File: config.mk
export PLATFORM = sky130hd
export DESIGN_NAME = lsu_axi_gen2_flat
export DESIGN_NICKNAME = d
export VERILOG_FILES = /design/src/rtl/lsu_axi_gen2_if.sv /design/src/rtl/lsu_axi_gen2.sv /design/src/flat_wrapper.sv
export SDC_FILE = /design/constraint.sdc
export NUM_CORES = 1
export LEC_CHECK = 0
export ABC_AREA = 1
export BUFFER_PORTS_ARGS = -buffer_cell sky130_fd_sc_hd__buf_2
export CORE_ASPECT_RATIO = 0.5
export CORE_MARGIN = 1.5
export CORE_UTILIZATION = 43
export CTS_CLUSTER_SIZE = 10
export DETAILED_ROUTE_END_ITERATION = 8
export PLACE_DENSITY_LB_ADDON = 0.08
export RECOVER_POWER = 50
export SLEW_MARGIN = 10
export SYNTH_ARGS = -nofsm -noshare
export SYNTH_HDL_FRONTEND = slang
export SYNTH_SLANG_ARGS = --single-unit
File: constraint.sdc
create_clock -name clk_i -period 1.5 [get_ports clk_i]
set_clock_uncertainty 0.05 [all_clocks]
set_input_delay 0.375 -clock clk_i [delete_from_list [all_inputs] [get_ports clk_i]]
set_output_delay 0.375 -clock clk_i [all_outputs]
set_load 0.05 [all_outputs]
File: src/rtl/lsu_axi_gen2_if.sv
// Data-side AXI-Lite channel bundle between the LSU (master) and the interconnect (slave).
// Bus is XLEN wide, so the strobe is XLEN/8 bits.
interface lsu_axi_gen2_if #(
  parameter int XLEN       = 32,
  parameter int AXI_ADDR_W = 32
);
  localparam int STRB_W = XLEN / 8;

  logic                  ar_valid;
  logic                  ar_ready;
  logic [AXI_ADDR_W-1:0] ar_addr;
  logic                  r_valid;
  logic                  r_ready;
  logic [XLEN-1:0]       r_data;
  logic [1:0]            r_resp;
  logic                  aw_valid;
  logic                  aw_ready;
  logic [AXI_ADDR_W-1:0] aw_addr;
  logic                  w_valid;
  logic                  w_ready;
  logic [XLEN-1:0]       w_data;
  logic [STRB_W-1:0]     w_strb;
  logic                  b_valid;
  logic                  b_ready;
  logic [1:0]            b_resp;

  modport master (
    output ar_valid, ar_addr, r_ready, aw_valid, aw_addr, w_valid, w_data, w_strb, b_ready,
    input  ar_ready, r_valid, r_data, r_resp, aw_ready, w_ready, b_valid, b_resp
  );

  modport slave (
    input  ar_valid, ar_addr, r_ready, aw_valid, aw_addr, w_valid, w_data, w_strb, b_ready,
    output ar_ready, r_valid, r_data, r_resp, aw_ready, w_ready, b_valid, b_resp
  );
endinterface

File: src/rtl/lsu_axi_gen2.sv
// Load/store unit to AXI-Lite with lane steering, misalign and bus-error reporting; latency 3 cycles accept-to-wb
// (1 for misaligned/no-op) with zero-wait slaves; backpressure: one op in flight, m_ready_o only in IDLE.
module lsu_axi_gen2 #(
  parameter int XLEN       = 32,
  parameter int AXI_ADDR_W = 32
) (
  input  logic                  clk_i,
  input  logic                  rst_i,
  input  logic                  M_valid_i,
  output logic                  m_ready_o,
  input  logic                  renMem_i,
  input  logic                  wenMem_i,
  input  logic                  is_load_signed_i,
  input  logic [1:0]            size_i,
  input  logic [AXI_ADDR_W-1:0] addr_i,
  input  logic [XLEN-1:0]       wdata_i,
  output logic                  wb_en_o,
  output logic [XLEN-1:0]       rdata_o,
  output logic                  exc_o,
  output logic [1:0]            exc_cause_o,
  lsu_axi_gen2_if.master        mst
);
  localparam int STRB_W = XLEN / 8;
  localparam int OFF_W  = $clog2(STRB_W);
  localparam int IW     = $clog2(XLEN);

  typedef enum logic [2:0] {IDLE, RD_AR, RD_R, WR_AWW, WR_B, WB} state_t;

  state_t                r_state;
  state_t                w_state_nxt;
  logic [AXI_ADDR_W-1:0] r_addr;
  logic [1:0]            r_size;
  logic                  r_signed;
  logic [XLEN-1:0]       r_wdata;
  logic                  r_aw_done;
  logic                  r_w_done;
  logic [XLEN-1:0]       r_rdata;
  logic                  r_exc;
  logic [1:0]            r_cause;

  logic                  w_accept;
  logic                  w_mis;
  logic [2:0]            w_mask;
  logic                  w_ar_hs, w_r_hs, w_aw_hs, w_w_hs, w_b_hs;
  logic [OFF_W-1:0]      w_off;
  logic [XLEN-1:0]       w_shift;
  logic [IW-1:0]         w_sidx;
  logic                  w_sbit;
  logic [XLEN-1:0]       w_ext;
  logic [STRB_W-1:0]     w_strb_base;

  // A size of 3 wraps the 3-bit shift to 0, giving the full 7 mask for doublewords.
  assign w_mask   = (3'd1 << size_i) - 3'd1;
  assign w_mis    = |(addr_i[2:0] & w_mask);
  assign w_accept = M_valid_i & m_ready_o;

  assign w_ar_hs = mst.ar_valid & mst.ar_ready;
  assign w_r_hs  = mst.r_valid  & mst.r_ready;
  assign w_aw_hs = mst.aw_valid & mst.aw_ready;
  assign w_w_hs  = mst.w_valid  & mst.w_ready;
  assign w_b_hs  = mst.b_valid  & mst.b_ready;

  assign w_off   = r_addr[OFF_W-1:0];
  assign w_shift = mst.r_data >> {w_off, 3'b000};

  always_comb begin
    case (r_size)
      2'd0:    w_sidx = IW'(7);
      2'd1:    w_sidx = IW'(15);
      2'd2:    w_sidx = IW'(31);
      default: w_sidx = IW'(XLEN - 1);
    endcase
  end

  assign w_sbit = r_signed & w_shift[w_sidx];

  always_comb begin
    w_ext = w_shift;
    for (int i = 0; i < XLEN; i++) begin
      if (IW'(i) > w_sidx) w_ext[i] = w_sbit;
    end
  end

  always_comb begin
    case (r_size)
      2'd0:    w_strb_base = STRB_W'(1);
      2'd1:    w_strb_base = STRB_W'(3);
      2'd2:    w_strb_base = STRB_W'(15);
      default: w_strb_base = '1;
    endcase
  end

  assign mst.ar_addr = r_addr;
  assign mst.aw_addr = r_addr;
  assign mst.w_data  = r_wdata << {w_off, 3'b000};
  assign mst.w_strb  = w_strb_base << w_off;

  assign rdata_o     = r_rdata;
  assign exc_o       = r_exc;
  assign exc_cause_o = r_cause;

  always_ff @(posedge clk_i or negedge rst_i) begin
    if (!rst_i) r_state <= IDLE;
    else        r_state <= w_state_nxt;
  end

  // Ready is also gated by rst_i so nothing can be accepted while reset is held.
  always_comb begin
    w_state_nxt  = r_state;
    m_ready_o    = 1'b0;
    wb_en_o      = 1'b0;
    mst.ar_valid = 1'b0;
    mst.r_ready  = 1'b0;
    mst.aw_valid = 1'b0;
    mst.w_valid  = 1'b0;
    mst.b_ready  = 1'b0;
    case (r_state)
      IDLE: begin
        m_ready_o = rst_i;
        if (w_accept) begin
          if ((renMem_i | wenMem_i) & w_mis) w_state_nxt = WB;
          else if (renMem_i)                 w_state_nxt = RD_AR;
          else if (wenMem_i)                 w_state_nxt = WR_AWW;
          else                               w_state_nxt = WB;
        end
      end
      RD_AR: begin
        mst.ar_valid = 1'b1;
        if (w_ar_hs) w_state_nxt = RD_R;
      end
      RD_R: begin
        mst.r_ready = 1'b1;
        if (w_r_hs) w_state_nxt = WB;
      end
      WR_AWW: begin
        mst.aw_valid = ~r_aw_done;
        mst.w_valid  = ~r_w_done;
        if ((r_aw_done | w_aw_hs) & (r_w_done | w_w_hs)) w_state_nxt = WR_B;
      end
      WR_B: begin
        mst.b_ready = 1'b1;
        if (w_b_hs) w_state_nxt = WB;
      end
      WB: begin
        wb_en_o     = 1'b1;
        w_state_nxt = IDLE;
      end
      default: w_state_nxt = IDLE;
    endcase
  end

  always_ff @(posedge clk_i or negedge rst_i) begin
    if (!rst_i) begin
      r_addr    <= '0;
      r_size    <= '0;
      r_signed  <= 1'b0;
      r_wdata   <= '0;
      r_aw_done <= 1'b0;
      r_w_done  <= 1'b0;
      r_rdata   <= '0;
      r_exc     <= 1'b0;
      r_cause   <= 2'd0;
    end else begin
      if (w_accept) begin
        r_addr    <= addr_i;
        r_size    <= size_i;
        r_signed  <= is_load_signed_i;
        r_wdata   <= wdata_i;
        r_aw_done <= 1'b0;
        r_w_done  <= 1'b0;
        r_exc     <= 1'b0;
        r_cause   <= 2'd0;
        if ((renMem_i | wenMem_i) & w_mis) begin
          r_exc   <= 1'b1;
          r_cause <= renMem_i ? 2'd1 : 2'd2;
        end
      end
      if (w_aw_hs) r_aw_done <= 1'b1;
      if (w_w_hs)  r_w_done  <= 1'b1;
      if (w_r_hs) begin
        r_rdata <= w_ext;
        if (mst.r_resp != 2'd0) begin
          r_exc   <= 1'b1;
          r_cause <= 2'd3;
        end
      end
      if (w_b_hs && mst.b_resp != 2'd0) begin
        r_exc   <= 1'b1;
        r_cause <= 2'd3;
      end
    end
  end
endmodule

File: src/flat_wrapper.sv
// flat-port wrapper written by rule: the top's interface ports become plain ports
module lsu_axi_gen2_flat 
#(
  parameter int XLEN       = 32,
  parameter int AXI_ADDR_W = 32
)
  (clk_i, rst_i, M_valid_i, m_ready_o, renMem_i, wenMem_i, is_load_signed_i, size_i, addr_i, wdata_i, wb_en_o, rdata_o, exc_o, exc_cause_o, mst_ar_valid, mst_ar_addr, mst_r_ready, mst_aw_valid, mst_aw_addr, mst_w_valid, mst_w_data, mst_w_strb, mst_b_ready, mst_ar_ready, mst_r_valid, mst_r_data, mst_r_resp, mst_aw_ready, mst_w_ready, mst_b_valid, mst_b_resp);
  lsu_axi_gen2_if #(.XLEN(XLEN), .AXI_ADDR_W(AXI_ADDR_W)) mst_i ();
  input  logic clk_i;
  input  logic rst_i;
  input  logic M_valid_i;
  output logic m_ready_o;
  input  logic renMem_i;
  input  logic wenMem_i;
  input  logic is_load_signed_i;
  input  logic [1:0] size_i;
  input  logic [AXI_ADDR_W-1:0] addr_i;
  input  logic [XLEN-1:0] wdata_i;
  output logic wb_en_o;
  output logic [XLEN-1:0] rdata_o;
  output logic exc_o;
  output logic [1:0] exc_cause_o;
  output wire logic [$bits(mst_i.ar_valid)-1:0] mst_ar_valid;
  output wire logic [$bits(mst_i.ar_addr)-1:0] mst_ar_addr;
  output wire logic [$bits(mst_i.r_ready)-1:0] mst_r_ready;
  output wire logic [$bits(mst_i.aw_valid)-1:0] mst_aw_valid;
  output wire logic [$bits(mst_i.aw_addr)-1:0] mst_aw_addr;
  output wire logic [$bits(mst_i.w_valid)-1:0] mst_w_valid;
  output wire logic [$bits(mst_i.w_data)-1:0] mst_w_data;
  output wire logic [$bits(mst_i.w_strb)-1:0] mst_w_strb;
  output wire logic [$bits(mst_i.b_ready)-1:0] mst_b_ready;
  input wire logic [$bits(mst_i.ar_ready)-1:0] mst_ar_ready;
  input wire logic [$bits(mst_i.r_valid)-1:0] mst_r_valid;
  input wire logic [$bits(mst_i.r_data)-1:0] mst_r_data;
  input wire logic [$bits(mst_i.r_resp)-1:0] mst_r_resp;
  input wire logic [$bits(mst_i.aw_ready)-1:0] mst_aw_ready;
  input wire logic [$bits(mst_i.w_ready)-1:0] mst_w_ready;
  input wire logic [$bits(mst_i.b_valid)-1:0] mst_b_valid;
  input wire logic [$bits(mst_i.b_resp)-1:0] mst_b_resp;
  assign mst_ar_valid = mst_i.ar_valid;
  assign mst_ar_addr = mst_i.ar_addr;
  assign mst_r_ready = mst_i.r_ready;
  assign mst_aw_valid = mst_i.aw_valid;
  assign mst_aw_addr = mst_i.aw_addr;
  assign mst_w_valid = mst_i.w_valid;
  assign mst_w_data = mst_i.w_data;
  assign mst_w_strb = mst_i.w_strb;
  assign mst_b_ready = mst_i.b_ready;
  assign mst_i.ar_ready = mst_ar_ready;
  assign mst_i.r_valid = mst_r_valid;
  assign mst_i.r_data = mst_r_data;
  assign mst_i.r_resp = mst_r_resp;
  assign mst_i.aw_ready = mst_aw_ready;
  assign mst_i.w_ready = mst_w_ready;
  assign mst_i.b_valid = mst_b_valid;
  assign mst_i.b_resp = mst_b_resp;
  lsu_axi_gen2 #(.XLEN(XLEN), .AXI_ADDR_W(AXI_ADDR_W)) u_core (.clk_i(clk_i), .rst_i(rst_i), .M_valid_i(M_valid_i), .m_ready_o(m_ready_o), .renMem_i(renMem_i), .wenMem_i(wenMem_i), .is_load_signed_i(is_load_signed_i), .size_i(size_i), .addr_i(addr_i), .wdata_i(wdata_i), .wb_en_o(wb_en_o), .rdata_o(rdata_o), .exc_o(exc_o), .exc_cause_o(exc_cause_o), .mst(mst_i));
endmodule
==> results.sh, run 1 <==
export IMPL_outcome="finished with violations"
export IMPL_failed_checks="negative setup slack"
export IMPL_crit_path_end_kind="output port"
export IMPL_cts_sinks=107
export IMPL_worstPathArrival_ps=1700
export IMPL_clock_path_buffers=2
export IMPL_clk_pin_slew_ps=80
export IMPL_cts_buffers=9
export IMPL_maxCapViolCount=0
export IMPL_synth_seq_area_share=0.4767
export IMPL_synth_cell_type_count=29
export IMPL_drive_gt1_frac=0.5860
export IMPL_hold_viol_final=0
export IMPL_final_common_cell="buf_2"
export IMPL_grt_pass1_wl_um=32140
export IMPL_drtIter0Drc=370
export IMPL_drc=0
export IMPL_synth_area_mm2=0.005617
export IMPL_die_area_mm2=0.01380
export IMPL_rsz0062_at_grt="yes"
export IMPL_area_growth_syn_to_layout_pct=84.07
export IMPL_clkLatencyLatePin_ps=360
export IMPL_ys_ff_latch=107
export IMPL_place_port_buffers=254
export IMPL_die_w_um=164.6
export IMPL_finalSetupViolCount=155
export IMPL_syn_nets=864
export IMPL_core_area_mm2=0.01270
export IMPL_dp_hpwl_um=12840
export IMPL_post_synth_top_area_cell="dfrtp_1"
export IMPL_num_rows=29
export IMPL_slew_headroom=0.4739
export IMPL_cts_hold_buf=0
export IMPL_initial_core_util=0.4423
export IMPL_synthTopCellsByArea="dfrtp_1 (48%), nand2_1 (18%), nor2_1 (6.3%), a21oi_1 (5.3%), buf_4 (5.2%)"
export IMPL_wl_um=22360
export IMPL_cts_root_buf="clkbuf_16"
export IMPL_drtPass1Iterations=5
export IMPL_fin_crit_sh=1.416
export IMPL_ant_nets=0
export IMPL_maxSlewViolCount=0
export IMPL_ys_warn_count=0
export IMPL_gr_total_overflow=0
export IMPL_cts_tree="done"
export IMPL_worstSetupPathType="flop to output port"
export IMPL_die_h_um=83.82
export IMPL_fin_crit_ps=2124
export IMPL_drt_wirelength_per_cell_um=17.78
export IMPL_required_ps=1070
export IMPL_grt_use_total=0.3028
export IMPL_io_pins=255
export IMPL_grt_pass1_vias=6309
export IMPL_avgViaCountPerCell=5.204
export IMPL_hold_ws_ps=159.8
export IMPL_syn_inst=751
export IMPL_grt_max_degree=84
export IMPL_cp_max_fo=8
export IMPL_htreeDepth=3
export IMPL_vias=6547
export IMPL_pre_cts_ws_ps=-346.6
export IMPL_most_common_layout_cells="buf_2 (203), nand2_1 (146), dfrtp_1 (102)"
export IMPL_max_freq_mhz=470.8
export IMPL_final_nets=1195
export IMPL_syn_area_per_cell_um2=7.479
export IMPL_worst_slack_ps=-624.2
export IMPL_synth_top_area_share=0.4767
export IMPL_tightest_slew_ps=789.1
export IMPL_gp_congestion=0.9119
export IMPL_hp_class="primary input to flop"
export IMPL_crit_path_start_kind="flop"
export IMPL_antenna_found_initial=0
## critical path, stage by stage (launching register included)
cell        delay (ps)
dfrtp_4            500
buf_12             160
nor2_4             140
clkinvlp_4         110
buf_12             160
nor2_4             110
buf_6              160
## sequential cells by signal (all words and copies together) (netlist names)
name                cells
u_core.r_size           2
u_core.r_w_done         1
u_core.rdata_o         32
u_core.exc_cause_o      2
u_core.mst.ar_addr     32
u_core.r_state          3
u_core.r_signed         1
u_core.r_aw_done        1
u_core.exc_o            1
u_core.r_wdata         32
## stage by stage
stage                     std cells    util  setup TNS (ps)  instance area [µm²]
after floorplan                 751       -          -31160                 6321
after global placement         1177  0.6270          -12840                 7963
after detailed placement       1177  0.6270          -14430                 7963
after CTS                      1244  0.7558          -36260                 9598
after global routing           1257  0.8139          -54730                10340
final                          1258  0.8141          -45560                10340
## cell usage after synthesis (all sizes together)
| cell | count |
|---|---|
| a21o | 1 |
| a21oi | 60 |
| a22oi | 9 |
| a31oi | 1 |
| buf | 70 |
| clkbuf | 3 |
| dfrtp | 107 |
| inv | 39 |
| nand2 | 275 |
| nand3 | 29 |
| nor2 | 98 |
| nor3 | 4 |
| o211ai | 1 |
| o21a | 1 |
| o21ai | 45 |
| o22ai | 3 |
| o32ai | 5 |
## layer usage
metal | vias up | GRT usage | wire length (µm)
li1 | 3046 | - | -
met1 | 3149 | 0.3673 | 8764
met2 | 287 | 0.5313 | 11530
met3 | 65 | 0.06210 | 1329
met4 | 0 | 0.1097 | 743
met5 | - | 0 | 0
## path summary, 6_finish.rpt
| check | from | to | slack (ps) | cells after the start |
|---|---|---|---|---|
| max | u_core.mst.ar_addr[1] | mst_w_data[0] | -620 | 6 |
| min | addr_i[14] | u_core.mst.ar_addr[14] | 160 | 3 |
| max reg2reg | u_core.r_state[0] | u_core.r_wdata[0] | -310 | 11 |
| min reg2reg | u_core.rdata_o[31] | u_core.rdata_o[31] | 430 | 2 |
| max in group asynchronous | rst_i | u_core.mst.ar_addr[1] | 360 | 2 |
| min in group asynchronous | rst_i | u_core.rdata_o[11] | 430 | 2 |
## cell type report
type | count | area [µm²]
diodes | 1 | 2.502
clock buffers | 10 | 229.0
clock inverters | 6 | 70.07
fillers | 760 | 2361
inverters | 39 | 182.7
multi-input cells | 532 | 3516
flip-flops and latches | 107 | 2689
well taps | 170 | 212.7
repair buffers | 390 | 3406
repair inverters | 3 | 31.28
## repair_timing
item,in CTS,in global routing
setup buffers,35,23
endpoints found under the setup margin,142,156
pin swaps,23,54
gates resized for setup,195,205
gates cloned,18,5
## logic make-up (layout without fill, tap and decap cells)
family,Yosys count,count (layout),share of synthesized area
AND/OR/NAND/NOR,406,406,0.2874
other,0,1,0
buffers and inverters,112,448,0.1141
AO/OA/AOI/OAI,126,126,0.1219
flip-flops,107,107,0.4767
Power of run 1 is not shown: default switching activity piles up to over one toggle a cycle in this logic, so the estimate is an artifact.
==> run 2, diff against run 1 <==
--- a/config.mk
+++ b/config.mk
@@ -9,7 +9,7 @@
 export BUFFER_PORTS_ARGS = -buffer_cell sky130_fd_sc_hd__buf_2
 export CORE_ASPECT_RATIO = 0.5
 export CORE_MARGIN = 1.5
-export CORE_UTILIZATION = 43
+export CORE_UTILIZATION = 51
 export CTS_CLUSTER_SIZE = 10
 export DETAILED_ROUTE_END_ITERATION = 8
 export PLACE_DENSITY_LB_ADDON = 0.08
==> constraint.sdc (replaced) <==
create_clock -name clk_i -period 2.65 [get_ports clk_i]
set_clock_uncertainty 0.05 [all_clocks]
set_input_delay 0.6625 -clock clk_i [delete_from_list [all_inputs] [get_ports clk_i]]
set_output_delay 0.6625 -clock clk_i [all_outputs]
set_load 0.05 [all_outputs]
==> results.sh, run 2 (synthesized netlist as in run 1, its figures left out) <==
export IMPL_crit_path_end_kind="output port"
export IMPL_drc=0
export IMPL_finish_utilization=0.6749
export IMPL_ant_nets=0
export IMPL_slew_headroom=0.5317
export IMPL_hold_ws_ps=429.5
export IMPL_core_area_mm2=0.01044
export IMPL_most_common_layout_cells="nand2_1 (273), buf_2 (190), dfrtp_1 (105)"
export IMPL_drive_gt1_frac=0.2646
export IMPL_vias=5702
export IMPL_cts_tree="done"
export IMPL_cts_root_buf="clkbuf_16"
export IMPL_die_area_mm2=0.01169
export IMPL_place_port_buffers=254
export IMPL_critical_path_max_stage_delay_ps=510
export IMPL_final_common_cell="nand2_1"
export IMPL_cp_common_cell="nor2_4"
export IMPL_post_cts_buffers=0
export IMPL_max_freq_mhz=394.1
export IMPL_crit_family="buffers and inverters"
export IMPL_stdcell_area_mm2=0.007048
export IMPL_required_ps=1940
export IMPL_outcome="finished, final reports clean"
export IMPL_grt_pass1_vias=5214
export IMPL_drt_wirelength_per_cell_um=14.91
export IMPL_clk_pin_slew_ps=70
export IMPL_cts_buffers=9
export IMPL_hold_start="u_core.rdata_o[31]"
export IMPL_worst_r2r_setup_slack_ps=260
export IMPL_initial_core_util=0.5379
export IMPL_avgViaCountPerCell=5.198
export IMPL_fin_crit_ps=2538
export IMPL_htreeDepth=3
export IMPL_fill_cells=974
export IMPL_wl_um=16360
export IMPL_die_h_um=77.21
export IMPL_gp_congestion=0.9642
export IMPL_io_pins=255
export IMPL_cp_cell_sequence="nor2_4 > clkinvlp_4 > nor2_4 > buf_2"
export IMPL_grt_use_total=0.2813
export IMPL_area_growth_syn_to_layout_pct=25.48
export IMPL_crit_path_start_kind="flop"
export IMPL_r2r_end="u_core.exc_cause_o[1]"
export IMPL_hold_viol_final=0
export IMPL_clkLatencyLatePin_ps=340
export IMPL_pre_cts_ws_ps=491.6
export IMPL_r2r_start="u_core.r_state[2]"
export IMPL_tightest_slew_ps=702.4
export IMPL_drtPass1Iterations=5
export IMPL_hold_path_depth=2
export IMPL_fin_crit_sh=0.9576
export IMPL_cp_max_fo=11
export IMPL_clock_path_buffers=2
export IMPL_cp_num_buf_inv=2
export IMPL_cp_slowest_cell="dfrtp_2"
export IMPL_placed_cell_area_mm2=0.006837
export IMPL_worst_slack_ps=112.4
export IMPL_worstHoldEndpoint="u_core.rdata_o[31]"
export IMPL_cts_sinks=107
export IMPL_reg2reg_depth=7
export IMPL_num_rows=26
export IMPL_grt_pass1_wl_um=25590
export IMPL_maxCapViolCount=0
export IMPL_worstPathArrival_ps=1830
export IMPL_final_nets=1065
export IMPL_worstSetupPathType="flop to output port"
export IMPL_rsz0062_at_grt="no"
export IMPL_maxSlewViolCount=0
export IMPL_cts_resized=0
export IMPL_cts_hold_buf=0
export IMPL_drtIter0Drc=346
export IMPL_dp_hpwl_um=11590
export IMPL_hp_class="flop to flop"
export IMPL_die_w_um=151.4
export IMPL_antenna_found_initial=0
export IMPL_finalSetupViolCount=0
export IMPL_grt_max_degree=109
export IMPL_gr_total_overflow=0
==> run 2: cell types whose count changed in the layout (fill, tap and decap cells not counted), moves of 24 or more <==
cell and delta:
buf_4 -57, buf_8 -24, o21ai_0 +29, nand2_2 -74, clkbuf_1 +63, buf_6 -55
buf_12 -25, nand2_4 -51, nand2_1 +127
==> run 2: layout make-up <==
type,instances,area (µm²),area share
diodes,1,2.502,0.0003551
multi-input cells,532,2449,0.3474
inverters,39,152.6,0.02166
well taps,140,175.2,0.02485
clock inverters,5,78.83,0.01118
repair buffers,263,1281,0.1818
flip-flops and latches,107,2680,0.3803
clock buffers,10,229.0,0.03249
==> run 2: how the worst max path moves through the flow <==
| stage | startpoint | to | cells past startpoint |
|---|---|---|---|
| 5_1_grt | u_core.mst.ar_addr[1] | mst_w_data[1] | 4 |
| 3_5_place_dp | u_core.mst.ar_addr[1] | mst_w_data[1] | 4 |
| 2_1_floorplan | u_core.mst.ar_addr[0] | mst_w_data[1] | 5 |
| 4_1_cts | u_core.mst.ar_addr[1] | mst_w_data[1] | 4 |
| 3_3_place_gp | u_core.mst.ar_addr[1] | mst_w_data[1] | 4 |
| 6_report | u_core.mst.ar_addr[1] | mst_w_data[1] | 4 |
==> run 2: through the flow <==
step                      instances  TNS, ps
final                          1097        0
after global routing           1096        0
after CTS                      1096        0
after detailed placement       1081        0
after global placement         1081        0
after floorplan                 751   -10.17
==> run 2: layer usage <==
metal	share of wire	global-route usage
met4	0.027	0.09223
met2	0.48	0.4741
met3	0.079	0.05833
met1	0.41	0.3611
met5	0	0
==> run 2: worst register-to-register path: stages (launching register included) <==
cell and delay [ps]:
dfrtp_1 420, inv_1 100, nand2_1 110, nor3_1 460, clkbuf_2 670, o21ai_0 200
o21a_1 180, o211ai_1 110
Power of run 2 is left out for the same reason.
